## src/rtl/nibble_sort_ctrl_if.sv

```systemverilog
// Handshake and data bundle between a nibble loader/consumer and nibble_sort_ctrl.
// master = loader/consumer side, slave = sorter side.
interface nibble_sort_ctrl_if #(
   parameter int N  = 4,
   parameter int CW = 8
);
   logic             start;
   logic [4*N-1:0]   data_in;
   logic [4*N-1:0]   data_out;
   logic             busy;
   logic             done;
   logic [CW-1:0]    swap_count;

   modport master (
      output start, data_in,
      input  data_out, busy, done, swap_count
   );

   modport slave (
      input  start, data_in,
      output data_out, busy, done, swap_count
   );
endinterface

```

## src/rtl/nibble_sort_ctrl.sv

```systemverilog
// Sequential bubble sorter for N nibbles sharing one 4-bit comparator, one compare per cycle.
// Define SORT_DESCEND_EN to sort largest-first; default build sorts ascending.
module fourBitComparator (
   input  logic [3:0] a,
   input  logic [3:0] b,
   output logic       eq,
   output logic       gt,
   output logic       lt
);
   assign eq = (a == b);
   assign gt = (a > b);
   assign lt = (a < b);
endmodule

module nibble_sort_ctrl #(
   parameter int N  = 4,
   parameter int CW = 8
) (
   input  logic             clk,
   input  logic             rst,
   nibble_sort_ctrl_if.slave bus
);
   localparam int IW = $clog2(N);

   typedef enum logic [1:0] {IDLE, COMPARE, SWAP, DONE} state_t;

   state_t          state_q, state_d;
   logic [3:0]      elem_q [N];
   logic [3:0]      elem_d [N];
   logic [IW-1:0]   i_q, i_d, p_q, p_d, i_nxt;
   logic            swapped_q, swapped_d;
   logic [CW-1:0]   swap_count_q, swap_count_d;
   logic [3:0]      cmp_a, cmp_b;
   logic            cmp_eq, cmp_gt, cmp_lt;
   logic            need_swap, advance, pass_end, last_pass;

   assign i_nxt = i_q + IW'(1);
   assign cmp_a = elem_q[i_q];
   assign cmp_b = elem_q[i_nxt];

   fourBitComparator u_cmp (
      .a  (cmp_a),
      .b  (cmp_b),
      .eq (cmp_eq),
      .gt (cmp_gt),
      .lt (cmp_lt)
   );

   // Equal elements must never swap so the sort stays stable.
`ifdef SORT_DESCEND_EN
   assign need_swap = cmp_lt & ~cmp_gt & ~cmp_eq;
`else
   assign need_swap = cmp_gt & ~cmp_lt & ~cmp_eq;
`endif

   assign pass_end  = (32'(i_q) + 32'(p_q)) >= 32'(N - 2);
   assign last_pass = (p_q == IW'(N - 2));

   always_comb begin
      state_d      = state_q;
      i_d          = i_q;
      p_d          = p_q;
      swapped_d    = swapped_q;
      swap_count_d = swap_count_q;
      advance      = 1'b0;
      for (int k = 0; k < N; k++) begin
         elem_d[k] = elem_q[k];
      end

      case (state_q)
         IDLE: begin
            if (bus.start) begin
               for (int k = 0; k < N; k++) begin
                  elem_d[k] = bus.data_in[4*k +: 4];
               end
               swap_count_d = '0;
               swapped_d    = 1'b0;
               p_d          = '0;
               i_d          = '0;
               state_d      = COMPARE;
            end
         end
         COMPARE: begin
            if (need_swap) begin
               state_d = SWAP;
            end else begin
               advance = 1'b1;
            end
         end
         SWAP: begin
            elem_d[i_q]   = cmp_b;
            elem_d[i_nxt] = cmp_a;
            if (swap_count_q != '1) begin
               swap_count_d = swap_count_q + CW'(1);
            end
            swapped_d = 1'b1;
            advance   = 1'b1;
         end
         DONE: begin
            state_d = IDLE;
         end
         default: begin
            state_d = IDLE;
         end
      endcase

      // A pass with no swaps proves the vector is sorted, so stop early.
      if (advance) begin
         if (!pass_end) begin
            i_d     = i_nxt;
            state_d = COMPARE;
         end else if (!swapped_d || last_pass) begin
            state_d = DONE;
         end else begin
            p_d       = p_q + IW'(1);
            i_d       = '0;
            swapped_d = 1'b0;
            state_d   = COMPARE;
         end
      end
   end

   always_ff @(posedge clk) begin
      if (rst) begin
         state_q      <= IDLE;
         i_q          <= '0;
         p_q          <= '0;
         swapped_q    <= 1'b0;
         swap_count_q <= '0;
         for (int k = 0; k < N; k++) begin
            elem_q[k] <= '0;
         end
      end else begin
         state_q      <= state_d;
         i_q          <= i_d;
         p_q          <= p_d;
         swapped_q    <= swapped_d;
         swap_count_q <= swap_count_d;
         for (int k = 0; k < N; k++) begin
            elem_q[k] <= elem_d[k];
         end
      end
   end

   always_comb begin
      bus.data_out = '0;
      for (int k = 0; k < N; k++) begin
         bus.data_out[4*k +: 4] = elem_q[k];
      end
   end

   assign bus.busy       = (state_q != IDLE);
   assign bus.done       = (state_q == DONE);
   assign bus.swap_count = swap_count_q;
endmodule
```

## src/flat_wrapper.sv

```systemverilog
// flat-port wrapper written by rule: the top's interface ports become plain ports
module nibble_sort_ctrl_flat 
#(
   parameter int N  = 4,
   parameter int CW = 8
)
  (clk, rst, bus_start, bus_data_in, bus_data_out, bus_busy, bus_done, bus_swap_count);
  nibble_sort_ctrl_if #(.N(N), .CW(CW)) bus_i ();
  input  logic clk;
  input  logic rst;
  input wire logic [$bits(bus_i.start)-1:0] bus_start;
  input wire logic [$bits(bus_i.data_in)-1:0] bus_data_in;
  output wire logic [$bits(bus_i.data_out)-1:0] bus_data_out;
  output wire logic [$bits(bus_i.busy)-1:0] bus_busy;
  output wire logic [$bits(bus_i.done)-1:0] bus_done;
  output wire logic [$bits(bus_i.swap_count)-1:0] bus_swap_count;
  assign bus_i.start = bus_start;
  assign bus_i.data_in = bus_data_in;
  assign bus_data_out = bus_i.data_out;
  assign bus_busy = bus_i.busy;
  assign bus_done = bus_i.done;
  assign bus_swap_count = bus_i.swap_count;
  nibble_sort_ctrl #(.N(N), .CW(CW)) u_core (.clk(clk), .rst(rst), .bus(bus_i));
endmodule
```

## config.mk

```make
export PLATFORM = sky130hd
export DESIGN_NAME = nibble_sort_ctrl_flat
export DESIGN_NICKNAME = d
export VERILOG_FILES = /design/src/rtl/nibble_sort_ctrl_if.sv /design/src/rtl/nibble_sort_ctrl.sv /design/src/flat_wrapper.sv
export SDC_FILE = /design/constraint.sdc
export NUM_CORES = 1
export LEC_CHECK = 0
export CORE_MARGIN = 2
export CORE_UTILIZATION = 46
export DETAILED_ROUTE_END_ITERATION = 8
export PLACE_DENSITY = 0.82
export SYNTH_ARGS = -nofsm -noshare
export SYNTH_HDL_FRONTEND = slang
export SYNTH_SLANG_ARGS = --single-unit
```

## constraint.sdc

```tcl
create_clock -name clk -period 2.9 [get_ports clk]
set_clock_uncertainty 0.05 [all_clocks]
set_input_delay 0.29 -clock clk [delete_from_list [all_inputs] [get_ports clk]]
set_output_delay 0.29 -clock clk [all_outputs]
set_load 0.01 [all_outputs]
```

==> flow_summary.toml <==
[drt]
viasPerCell = 6.02
dr.pass1.iters = 5
wl_per_cell_um = 16.8
num_vias = 2113
ant_nets = 0
remaining_drc_errors = 0
drt_iter0_markers = 173
wirelength_um = 5880

[setup_path]
path_class = "flop to flop"
slowest_delay_ns = 0.58
worst_ep_arrival_time_ns = 2.93
cp-end-kind = "flop"
crit_family = "multiplexers"
critPathBufInv = 3
start_kind = "flop"
path_common_cell = "inv_1"
worstPathRequired_ns = 3.01
slowest_stage = "mux4_2"
worstPathMaxFanout = 5
r2r_setup_slack_ns = 0.08
crit_chain = "inv_1 -> ha_4 -> mux4_2 -> inv_1 -> ha_1 -> and4_4 -> and3_4 -> a221oi_4 -> buf_4 -> o311a_1 -> a21oi_1"
critPathLaunch = "u_core.i_q[1]"
regToRegStartpoint = "u_core.i_q[1]"

[grt]
grt_first_pass_wirelength_um = 9450
grt_usage_pct = 23.0
grt_max_degree = 25
overflow = 0
grt_pass1_vias = 2020
antenna_found_initial = 0

[synth]
synth_flop_cell = "dfxtp_1"
synth-warning-count = 0
synthesis.nets = 278
ys_ff_latch = 31
syn-cell-area_um2 = 2130
synth_async_sr_flop_share_pct = 0
seq_area_frac_synth_pct = 29.1
synth_area_leaders = "dfxtp_1, ha_1, mux4_2, a21oi_1, a22oi_1"
synth_top_area_cell = "dfxtp_1"
syn_inst = 242
ys_types = 48
syn_area_per_cell_um2 = 8.82
synth_edf_count = 0
synth_top_area_share_pct = 29.1

[clocking]
cts_tree = "built"
clkTransAtPathRegs_ns = 0.06
insertion_delay_ns = 0.28
ctsHtreeMaxLevel = 2
cts_num_sinks = 31
clock_path_buffers = 2
cts_hold_buf = 0
numCtsBuffers = 5
cts-root-buf = "clkbuf_8"

[floorplanning]
die_h_um = 72.1
dieArea_um2 = 5200
coreArea_um2 = 4410
start_util_pct = 48.4
rows = 24
pin_count = 45
die_x_um = 72.1

[power]
power.density_nw_per_um2 = 834
vdd_drop_max_uv = 401
p_leak_nw = 0.983
power.total_w = 0.00234

[sta]
fin_ws_ns = 0.0840
drv_slew = 0
relSlewSlack_pct = 62.4
tightest_slew_ns = 0.560
setup_viol = 0
hold_viol_final = 0
fmax_mhz = 355
fin_setup_tns_ns = 0
finalCriticalPeriod_ns = 2.82
timing.final.crit_share_pct = 97.1

[place]
dp_hpwl_um = 4270
dpl_cell_area_um2 = 2640
pre_cts_ws_ns = 0.00486
portBuffers = 44
gp_congestion = 0.956

[worst_hold_path]
hold_path_class = "flop to flop"
min_from = "u_core.bus.swap_count[1]"

[job]
drv_cap = 0

[cells_and_area]
drive_gt1_share_pct = 13.7
design_area_um2 = 2810
nNetsFinal = 334
regArea_um2 = 623
fillers = 355
diodes = 0
area_delta_synth_final_pct = 31.5
multi_input_area_um2 = 1450
utilization_pct = 63.6

[run_status]
status = "completed"
-- logic make-up (layout without fill, tap and decap cells) --
group                    after synthesis  after routing  share of synthesized area (%)
XOR/XNOR                               6              6                           2.46
flip-flops                            31             31                           29.1
AO/OA/AOI/OAI                         73             73                           23.6
adder cells (fa/ha/maj)               17             17                           10.3
multiplexers                          17             17                           12.9
buffers and inverters                 20             77                           5.16
AND/OR/NAND/NOR                       78             78                           16.5
-- report_power, final --
group	total, W	internal (W)	leakage, nW	switching (W)
Clock	0.000329	0.000168	0.0422	0.000161
Combinational	0.00139	0.000690	0.686	0.000699
Sequential	0.000624	0.000519	0.254	0.000105
-- synthesized netlist by cell type, types with 3 or more instances --
cell / number
a21oi_1: 24
a22oi_1: 16
dfxtp_1: 31
ha_1: 16
inv_1: 12
mux2i_1: 8
mux4_2: 7
nand2_1: 26
nand3_1: 5
nand4_1: 3
nor2_1: 26
nor2b_1: 4
nor3_1: 3
o211ai_1: 10
o21ai_0: 4
o21ai_1: 3
or3_1: 3
xnor2_1: 4
-- through the flow --
stage                     cells  hold slack (ns)
final                       351            0.445
after global routing        351            0.492
after CTS                   347            0.448
after detailed placement    337            0.436
after global placement      337            0.428
after floorplan             242            0.343
-- sequential cells by signal, indices dropped and copies added, names as in the netlist --
register and count:
u_core.state_q 2, u_core.swapped_q 1, u_core.i_q 2, u_core.bus.swap_count 8
u_core.p_q 2, u_core.elem_q 16
-- worst register-to-register path, delay by kind of cell, from the launching register on --
kind / cells / cell delay [ns]
DFF: 1 / 0.33
adders and majority gates: 2 / 0.54
AOI/OAI and AO/OA: 3 / 0.50
and+or+nand+nor: 2 / 0.35
buffers and inverters: 3 / 0.34
muxes: 1 / 0.58
-- final timing paths --
path	endpoint	cells after the start
worst min-delay path	u_core.bus.swap_count[1]	2
worst min register to register	u_core.bus.swap_count[1]	2
worst max register to register	u_core.state_q[0]	11
worst max-delay path	u_core.state_q[0]	11
-- per-layer routing --
| layer | wire, um | track usage (%) | part of all wire, % |
|---|---|---|---|
| met1 | 2550 | 30.4 | 43 |
| met2 | 2870 | 38.6 | 49 |
| met3 | 412 | 4.58 | 7.0 |
| met4 | 50 | 6.08 | 0.85 |
| met5 | 0 | 0 | 0 |
-- what timing repair did --
action | CTS | global route
gates resized for setup | 1 | 9
pin swaps | 0 | 3
buffers inserted | 2 | 4
endpoints found under the setup margin | 1 | 6
-- layout make-up --
cell class / instances / area share [%]
timing repair buffer: 57 / 19.4
clock inverter: 1 / 0.178
tap: 52 / 2.32
inverter: 12 / 1.60
clock buffer: 7 / 2.72
sequential: 31 / 22.2
multi-input combinational: 191 / 51.6
-- layout by cell type, fill, tap and decap left out, types with 4 or more instances in the layout --
cell type / instances
nand3_1: 5
nor2_1: 26
a22oi_1: 16
o211ai_1: 10
nand2_1: 26
mux2i_1: 8
inv_1: 11
xnor2_1: 4
clkdlybuf4s50_1: 44
o21ai_0: 4
ha_1: 14
dfxtp_1: 29
clkbuf_8: 5
nor2b_1: 4
a21oi_1: 23
buf_4: 11
mux4_2: 8
(Power assumes the default switching activity.)
